File: src/rtl/eth_tx_frame_scheduler_if.sv
// eth_tx_frame_scheduler_if: request/grant and byte-stream bundle between three TX requesters and the MAC scheduler
interface eth_tx_frame_scheduler_if;
  logic [2:0]  i_req;
  logic [47:0] i_len;
  logic [47:0] i_type;
  logic [2:0]  o_grant;
  logic [23:0] i_data;
  logic [2:0]  i_valid;
  logic [2:0]  i_last;
  logic [7:0]  o_data;
  logic        o_valid;
  logic        o_last;
  logic [15:0] o_len;
  logic [15:0] o_type;
  logic        o_busy;
  logic        o_err;
  modport master (
    output i_req, i_len, i_type, i_data, i_valid, i_last,
    input  o_grant, o_data, o_valid, o_last, o_len, o_type, o_busy, o_err
  );
  modport slave (
    input  i_req, i_len, i_type, i_data, i_valid, i_last,
    output o_grant, o_data, o_valid, o_last, o_len, o_type, o_busy, o_err
  );
endinterface

File: src/rtl/eth_tx_frame_scheduler.sv
// eth_tx_frame_scheduler: whole-frame scheduler of ARP/ICMP/UDP requesters onto one MAC TX byte stream
module eth_tx_frame_scheduler #(
  parameter int P_IFG_CYCLES = 12,
  parameter int P_MAX_LEN    = 1500,
  parameter int P_START_TMO  = 64,
  parameter int P_STARVE_LIM = 4
) (
  input logic i_clk,
  input logic i_rst,
  eth_tx_frame_scheduler_if.slave bus
);
  typedef enum logic [2:0] {S_IDLE, S_ARB, S_GRANT, S_XFER, S_IFG} state_t;
  state_t      r_state, w_next;
  logic [1:0]  r_win, w_win;
  logic        r_rr;
  logic [7:0]  r_starve;
  logic [15:0] r_cnt, r_tick, w_cnt1, w_len, w_type;
  logic        r_bad, r_done, w_bad, w_any, w_v, w_l, w_fin, w_tmo, w_act;
  logic [7:0]  w_d;
  logic [2:0]  r_grant;
  logic [7:0]  r_data;
  logic        r_valid, r_last, r_err;
  logic [15:0] r_len, r_type;
  always_comb begin
    w_any  = |bus.i_req;
    w_win  = (bus.i_req[0] && !(r_starve == 8'(P_STARVE_LIM) && |bus.i_req[2:1])) ? 2'd0 :
             (bus.i_req[1] && bus.i_req[2]) ? (r_rr ? 2'd2 : 2'd1) :
             bus.i_req[1] ? 2'd1 : bus.i_req[2] ? 2'd2 : 2'd0;
    w_len  = bus.i_len[{w_win, 4'b0} +: 16];
    w_type = bus.i_type[{w_win, 4'b0} +: 16];
    w_bad  = w_len == 16'd0 || w_len > 16'(P_MAX_LEN);
    w_v    = bus.i_valid[r_win];
    w_l    = bus.i_last[r_win];
    w_d    = bus.i_data[{r_win, 3'b0} +: 8];
    w_cnt1 = r_cnt + 16'd1;
    w_act  = (r_state == S_GRANT || r_state == S_XFER) && w_v;
    w_fin  = w_act && w_l;
    w_tmo  = r_state == S_GRANT && !w_v && r_tick == 16'(P_START_TMO - 1);
  end
  always_comb begin
    w_next = r_state;
    case (r_state)
      S_IDLE:  w_next = w_any ? S_ARB : S_IDLE;
      S_ARB:   w_next = w_any ? S_GRANT : S_IDLE;
      S_GRANT: w_next = (w_fin || w_tmo) ? S_IFG : w_v ? S_XFER : S_GRANT;
      S_XFER:  w_next = w_fin ? S_IFG : S_XFER;
      S_IFG:   w_next = r_tick == 16'(P_IFG_CYCLES - 1) ? S_IDLE : S_IFG;
      default: w_next = S_IDLE;
    endcase
  end
  always_ff @(posedge i_clk or posedge i_rst)
    if (i_rst) r_state <= S_IDLE;
    else r_state <= w_next;
  always_ff @(posedge i_clk or posedge i_rst) begin
    if (i_rst) begin
      r_win    <= '0;
      r_rr     <= 1'b0;
      r_starve <= '0;
      r_cnt    <= '0;
      r_tick   <= '0;
      r_bad    <= 1'b0;
      r_done   <= 1'b0;
      r_grant  <= '0;
      r_data   <= '0;
      r_valid  <= 1'b0;
      r_last   <= 1'b0;
      r_err    <= 1'b0;
      r_len    <= '0;
      r_type   <= '0;
    end else begin
      r_valid <= 1'b0;
      r_last  <= 1'b0;
      r_err   <= 1'b0;
      r_tick  <= (w_next != r_state) ? 16'd0 : r_tick + 16'd1;
      if (r_state == S_ARB && w_any) begin
        r_win   <= w_win;
        r_len   <= w_len;
        r_type  <= w_type;
        r_bad   <= w_bad;
        r_err   <= w_bad;
        r_grant <= 3'b001 << w_win;
        r_cnt   <= '0;
        r_done  <= 1'b0;
        // rr pointer: 0 favours port 1, 1 favours port 2
        if (w_win == 2'd0) begin
          if (|bus.i_req[2:1]) r_starve <= r_starve + 8'd1;
        end else begin
          r_starve <= '0;
          r_rr     <= w_win == 2'd1;
        end
      end
      if (w_act) begin
        r_cnt  <= w_cnt1;
        r_data <= w_d;
        if (!r_done) begin
          r_valid <= !r_bad;
          r_last  <= !r_bad && (w_l || w_cnt1 == r_len);
          r_done  <= w_cnt1 == r_len;
        end
        if (w_l) begin
          r_grant <= '0;
          r_err   <= !r_bad && w_cnt1 != r_len;
        end
      end
      if (w_tmo) begin
        r_grant <= '0;
        r_err   <= 1'b1;
      end
    end
  end
  assign bus.o_grant = r_grant;
  assign bus.o_data  = r_data;
  assign bus.o_valid = r_valid;
  assign bus.o_last  = r_last;
  assign bus.o_len   = r_len;
  assign bus.o_type  = r_type;
  assign bus.o_err   = r_err;
  assign bus.o_busy  = r_state != S_IDLE;
endmodule

File: src/flat_wrapper.sv
// flat-port wrapper written by rule: the top's interface ports become plain ports
module eth_tx_frame_scheduler_flat 
#(
  parameter int P_IFG_CYCLES = 12,
  parameter int P_MAX_LEN    = 1500,
  parameter int P_START_TMO  = 64,
  parameter int P_STARVE_LIM = 4
)
  (i_clk, i_rst, bus_i_req, bus_i_len, bus_i_type, bus_i_data, bus_i_valid, bus_i_last, bus_o_grant, bus_o_data, bus_o_valid, bus_o_last, bus_o_len, bus_o_type, bus_o_busy, bus_o_err);
  eth_tx_frame_scheduler_if bus_i ();
  input logic i_clk;
  input logic i_rst;
  input wire logic [$bits(bus_i.i_req)-1:0] bus_i_req;
  input wire logic [$bits(bus_i.i_len)-1:0] bus_i_len;
  input wire logic [$bits(bus_i.i_type)-1:0] bus_i_type;
  input wire logic [$bits(bus_i.i_data)-1:0] bus_i_data;
  input wire logic [$bits(bus_i.i_valid)-1:0] bus_i_valid;
  input wire logic [$bits(bus_i.i_last)-1:0] bus_i_last;
  output wire logic [$bits(bus_i.o_grant)-1:0] bus_o_grant;
  output wire logic [$bits(bus_i.o_data)-1:0] bus_o_data;
  output wire logic [$bits(bus_i.o_valid)-1:0] bus_o_valid;
  output wire logic [$bits(bus_i.o_last)-1:0] bus_o_last;
  output wire logic [$bits(bus_i.o_len)-1:0] bus_o_len;
  output wire logic [$bits(bus_i.o_type)-1:0] bus_o_type;
  output wire logic [$bits(bus_i.o_busy)-1:0] bus_o_busy;
  output wire logic [$bits(bus_i.o_err)-1:0] bus_o_err;
  assign bus_i.i_req = bus_i_req;
  assign bus_i.i_len = bus_i_len;
  assign bus_i.i_type = bus_i_type;
  assign bus_i.i_data = bus_i_data;
  assign bus_i.i_valid = bus_i_valid;
  assign bus_i.i_last = bus_i_last;
  assign bus_o_grant = bus_i.o_grant;
  assign bus_o_data = bus_i.o_data;
  assign bus_o_valid = bus_i.o_valid;
  assign bus_o_last = bus_i.o_last;
  assign bus_o_len = bus_i.o_len;
  assign bus_o_type = bus_i.o_type;
  assign bus_o_busy = bus_i.o_busy;
  assign bus_o_err = bus_i.o_err;
  eth_tx_frame_scheduler #(.P_IFG_CYCLES(P_IFG_CYCLES), .P_MAX_LEN(P_MAX_LEN), .P_START_TMO(P_START_TMO), .P_STARVE_LIM(P_STARVE_LIM)) u_core (.i_clk(i_clk), .i_rst(i_rst), .bus(bus_i));
endmodule
File: config.mk
export PLATFORM = sky130hd
export DESIGN_NAME = eth_tx_frame_scheduler_flat
export DESIGN_NICKNAME = d
export VERILOG_FILES = /design/src/rtl/eth_tx_frame_scheduler_if.sv /design/src/rtl/eth_tx_frame_scheduler.sv /design/src/flat_wrapper.sv
export SDC_FILE = /design/constraint.sdc
export NUM_CORES = 1
export LEC_CHECK = 0
export CORE_ASPECT_RATIO = 0.5
export CORE_MARGIN = 1
export CORE_UTILIZATION = 45
export CTS_CLUSTER_SIZE = 24
export DETAILED_ROUTE_END_ITERATION = 10
export GPL_ROUTABILITY_DRIVEN = 0
export GPL_TIMING_DRIVEN = 0
export PLACE_DENSITY_LB_ADDON = 0.15
export SLEW_MARGIN = 10
export SYNTH_ARGS = -nofsm -noshare
export SYNTH_HDL_FRONTEND = slang
export SYNTH_SLANG_ARGS = --single-unit
File: constraint.sdc
create_clock -name i_clk -period 7.1 [get_ports i_clk]
set_input_delay 0.71 -clock i_clk [delete_from_list [all_inputs] [get_ports i_clk]]
set_output_delay 0.71 -clock i_clk [all_outputs]
set_load 0.02 [all_outputs]
Word-level counts from Yosys, hierarchy flattened
Cells that the tools add are included.

Memory bits (read-only): 0. Memory bits (writable): 0. Latch bits: 0. Memories: 0. Flip-flop bits (word level): 94.

Equal/unequal tests: 12. Div/mod/pow operators: 0. Multiply operators: 0. Muxes and demuxes: 36. Reductions and logical operators: 26. Add/sub/neg operators: 3. Bitwise logic cells: 1. Order comparisons: 2. Shifts and indexed selects: 4.

Operators with widths (number): $shiftx A48 B7 Y16 (2); $mux W16 (3); $add A16 B1 Y16 const B (2); $shiftx A24 B6 Y8 (1); $mux W3 (7); $eq A16 B16 Y1 (1); $eq A16 B4 Y1 const B (1); $eq A16 B6 Y1 const B (1); $gt A16 B11 Y1 const B (1); $logic_not A16 Y1 (1); $mux W8 (2); $ne A16 B16 Y1 (1); $mux W1 (15); $pmux W3 S5 (1); $mux W2 (6); $logic_and A1 B1 Y1 (10); $add A8 B1 Y8 const B (1); $eq A8 B3 Y1 const B (1); $eq A3 B2 Y1 const B (2); $bmux W1 S2 (2); $logic_or A1 B1 Y1 (4); $reduce_and A2 Y1 (2); $eq A3 B1 Y1 const B (1); $eq A3 B3 Y1 const B (1); 13 further kinds (15).

Depth between registers and ports, before layout
Word-level depth: 12. Depth in mapped cells: 10. Gate-level depth less buffers: 9.

Worst setup path after synthesis
OpenSTA, ideal clock, no wires.

Path kind: input to register. Start: input bus_i_req[1]. End: register u_core.r_err (netlist: u_core.bus.o_err). Setup slack: 4.690 ns. Cell stages on the path: 9. Required time: 6.961 ns. Setup time: 0.139 ns. Arrival: 2.271 ns. Cell sequence: nand2b_1 buf_2 and2_0 clkbuf_1 a22o_1 a22oi_1 a2111oi_4 o41ai_2 o211ai_2.

Cells in the longest elaborated chain, start to end: 12. Elaborated cells on any way between the ends: 18. Classes of those cells: 1 x order compare; 1 x shift; 7 x mux; 9 x reduce/logical.

RTL lines: start: declaration (RTL line flat_wrapper.sv:13) `input wire logic [$bits(bus_i.i_req)-1:0] bus_i_req;`; $reduce_or A2 Y1 (RTL line eth_tx_frame_scheduler.sv:26) `w_win = (bus.i_req[0] && !(r_starve == 8'(P_STARVE_LIM) && |bus.i_req[2:1])) ? 2'd0 :`; $logic_and A1 B1 Y1 (RTL line eth_tx_frame_scheduler.sv:26); $logic_not A1 Y1 (RTL line eth_tx_frame_scheduler.sv:26); $logic_and A1 B1 Y1 (RTL line eth_tx_frame_scheduler.sv:26); $mux W2 (RTL line eth_tx_frame_scheduler.sv:26); $shiftx A48 B7 Y16 (RTL line eth_tx_frame_scheduler.sv:29) `w_len = bus.i_len[{w_win, 4'b0} +: 16];`; $gt A16 B11 Y1 or $logic_not A16 Y1 (tied branches) (RTL line eth_tx_frame_scheduler.sv:31) `w_bad = w_len == 16'd0 || w_len > 16'(P_MAX_LEN);`; $logic_or A1 B1 Y1 (RTL line eth_tx_frame_scheduler.sv:31); $mux W1 (*) (RTL line eth_tx_frame_scheduler.sv:75) `if (r_state == S_ARB && w_any) begin`; $mux W1 (RTL line eth_tx_frame_scheduler.sv:100) `if (w_l) begin`; $mux W1 (*) (RTL line eth_tx_frame_scheduler.sv:92) `if (w_act) begin`; $mux W1 (*) (RTL line eth_tx_frame_scheduler.sv:105) `if (w_tmo) begin`; end signal: assignment (RTL line eth_tx_frame_scheduler.sv:80) `r_err <= w_bad;`; end signal: assignment (RTL line eth_tx_frame_scheduler.sv:102) `r_err <= !r_bad && w_cnt1 != r_len;`; end: declaration (RTL line eth_tx_frame_scheduler.sv:22) `logic r_valid, r_last, r_err;`.

Every way passes the cells marked *; elsewhere a longest branch is shown, timed or not. A chain may end at the register's enable or synchronous reset.

Worst setup path after layout
Same ends and word-level chain as after synthesis.

==> impl_metrics.py <==
metrics = {
    "drt": {
        "totalWireLength_um": 16400,
        "drt-met1-wl_um": 7400,
        "first_iter_violations": 301,
        "drc": 0,
        "wl_met3_um": 960,
        "top_layer": "met4",
        "num_vias": 5506,
        "dr.pass1.iters": 5,
        "drt-wirelength-per-cell_um": 16.7,
        "ant_nets": 0,
        "viasPerCell": 5.60,
        "met2_length_um": 7850,
    },
    "timing": {
        "relSlewSlack_pct": 33.4,
        "min_period_ns": 3.15,
        "worst_pin_slew_ns": 0.987,
        "fmax_mhz": 318,
        "fin_ws_ns": 3.95,
        "min_period_over_period_pct": 44.3,
        "drv_slew": 0,
        "hold_viol": 0,
        "fin_hold_ws_ns": 0.470,
        "finalSetupTns_ns": 0,
        "setup_viol": 0,
        "skew_ns": 0.00826,
        "rsz0062_at_grt": "false",
    },
    "grt": {
        "gr-total-overflow": 0,
        "grt_max_degree": 66,
        "grt_pass1_vias": 5303,
        "antenna_found_initial": 0,
        "track_usage_pct": 27.4,
        "grt_pass1_wl_um": 26700,
    },
    "clocking": {
        "cts_sinks": 94,
        "cts_tree": "done",
        "cts-root-buf": "clkbuf_16",
        "hold_buffers": 0,
        "clock_latency_ns": 0.34,
        "cts_setup_buffers": 0,
        "h-tree-depth": 3,
        "clk_pin_slew_worst_paths_ns": 0.07,
        "cts_buffers": 9,
        "cts_buffer_depth": 2,
        "cts_resized": 0,
    },
    "synth": {
        "ys.flop_type": "dfrtp_1",
        "yosys.cell_types.count": 63,
        "synthArstFlopShare_pct": 100,
        "synth_edf_count": 0,
        "avgSynthCellArea_um2": 8.63,
        "syn_nets": 766,
        "yosysWarnings": 0,
        "syn_area_um2": 5450,
        "synth-seq-cells": 94,
        "syn_inst": 631,
        "yosysSeqAreaShare_pct": 43.2,
    },
    "final_layout": {
        "utilization_pct": 68.1,
        "final_nets": 955,
        "syn_to_final_growth_pct": 42.4,
        "final_common_cell": "clkdlybuf4s50_1",
        "layout-drive-gt1-share_pct": 4.49,
        "diodes": 0,
        "layout_common_cells": "clkdlybuf4s50_1, dfrtp_1, nor2_1, nand2_1, o21ai_0",
    },
    "floorplanning": {
        "die_h_um": 79.8,
        "die-width_um": 158,
        "initial_core_util_pct": 47.9,
        "dieArea_um2": 12600,
        "row_count": 27,
        "core_um2": 11400,
        "pin_count": 178,
    },
    "placement": {
        "portBuffers": 177,
        "hpwl_um": 12600,
        "pre_cts_ws_ns": 3.70,
    },
    "critical_path": {
        "cp.required_ns": 7.30,
        "crit_type": "input port to flip-flop",
        "path_cells": "clkdlybuf4s50_1 -> a21boi_2 -> buf_2 -> a32oi_1 -> o2bb2ai_1 -> nor2_1 -> and4b_1 -> o41ai_2 -> o211ai_2",
        "start_kind": "input port",
        "crit_slowest_cell": "clkdlybuf4s50_1",
        "crit_arrival_ns": 3.34,
        "cp_num_buf_inv": 2,
        "crit_family": "compound AO/OA/AOI/OAI gates",
        "cp_slowest_stage_delay_ns": 0.56,
        "endpoint_kind": "flip-flop",
        "worstPathMaxFanout": 10,
    },
    "power_and_ir_drop": {
        "p_leak_uw": 0.00313,
        "p_per_area_nw_per_um2": 344,
        "ir_drop_mv": 0.171,
    },
    "outcome": {
        "status": "completed",
    },
    "job": {
        "drv_cap": 0,
    },
    "hold_path": {
        "hp-class": "flip-flop to flip-flop",
    },
}
flip-flops by register name, indices dropped and copies added (netlist names):
name                count
u_core.bus.o_err        1
u_core.bus.o_type      16
u_core.r_win            2
u_core.bus.o_last       1
u_core.r_state          3
u_core.r_bad            1
u_core.r_tick          16
u_core.r_cnt           16
u_core.r_rr             1
u_core.r_done           1
u_core.bus.o_valid      1
u_core.r_starve         8
u_core.bus.o_len       16
u_core.bus.o_data       8
u_core.bus.o_grant      3
metal layers:
metal,track usage (%),up-vias
met5,0,-
met3,5.10,19
li1,-,2652
met4,8.64,0
met2,45.5,165
met1,36.3,2670
synthesized netlist by cell type, types with 3 or more instances:
library cell  number  area (um2)
and4_1             5        43.8
ha_1               4        50.1
a22oi_1           24         180
nor3_1             6        30.0
nand4_1            7        43.8
o21ai_0           52         260
and2_1             8        50.1
a211o_1            3        26.3
a21boi_0           3        22.5
nand2b_1           3        18.8
o2bb2ai_1          4        35.0
mux2i_1            9        90.1
inv_1              9        33.8
a21oi_1           26         130
o22ai_1            4        25.0
nand3b_1           3        22.5
clkbuf_1          27         101
nand3_1           25         125
xor2_1            21         184
xnor2_1           22         193
nor2_1            92         345
and3_1             8        50.1
o21a_1             3        22.5
o31ai_1            9        67.6
nor4_1             6        37.5
a221oi_1           3        26.3
dfrtp_1           94        2350
buf_2              6        30.0
nor2b_1            3        18.8
nand2_1           79         297
a32oi_1            5        43.8
a31oi_1           17         106
power breakdown:
group | total, uW | leakage, uW | internal, uW | switching [uW]
registers | 844 | 0.00121 | 701 | 143
clock network | 496 | 0.000148 | 292 | 204
logic | 1330 | 0.00178 | 566 | 760
total | 2670 | 0.00313 | 1560 | 1110
cell type report:
cell class / count / area (um2)
Clock inverter: 4 / 55.1
Clock buffer: 11 / 253
Timing Repair Buffer: 178 / 1800
Inverter: 9 / 36.3
Multi-Input combinational cell: 490 / 2900
Fill cell: 950 / 3630
Tap cell: 159 / 199
Sequential cell: 94 / 2350
Buffer: 38 / 165
worst register-to-register path: cells and delay by family (launching register included):
| family | cells | cell delay, ns |
|---|---|---|
| DFF | 1 | 0.42 |
| adders and majority gates | 1 | 0.16 |
| and+or+nand+nor | 1 | 0.19 |
| buffers and inverters | 1 | 0.11 |
| AOI/OAI and AO/OA | 5 | 1.98 |
kinds of logic (layout without fill, tap and decap cells):
kind of cell	Yosys count	count (layout)	share of synthesized area, %
compound gates	176	176	21.9
xor+xnor	43	43	6.91
flops	94	94	43.2
fa+ha+maj	4	4	0.919
buf+inv	47	240	3.65
simple gates	257	257	21.6
mux	10	10	1.86
through the flow:
step	cells	total power, uW	instance area (um2)
floorplan	631	1600	5450
global placement	967	2140	7420
detailed placement	968	2170	7450
CTS	983	2670	7760
global route	983	2850	7760
finish	983	2670	7760
path summary, 6_finish.rpt:
check,from,to,slack [ns],cells after the start
worst max register to register,u_core.r_starve[0]$_DFFE_PP0P_,u_core.bus.o_err$_DFF_PP0_,4.10,8
worst max-delay path,bus_i_req[1],u_core.bus.o_err$_DFF_PP0_,3.95,9
worst min-delay path,u_core.r_bad$_DFFE_PP0P_,u_core.bus.o_valid$_DFF_PP0_,0.47,1
min in group asynchronous,i_rst,u_core.bus.o_type[10]$_DFFE_PP0P_,0.71,2
worst min register to register,u_core.r_bad$_DFFE_PP0P_,u_core.bus.o_valid$_DFF_PP0_,0.47,1
max in group asynchronous,i_rst,u_core.bus.o_len[9]$_DFFE_PP0P_,5.74,3
No activity file was read; power rests on OpenSTA's default activity.
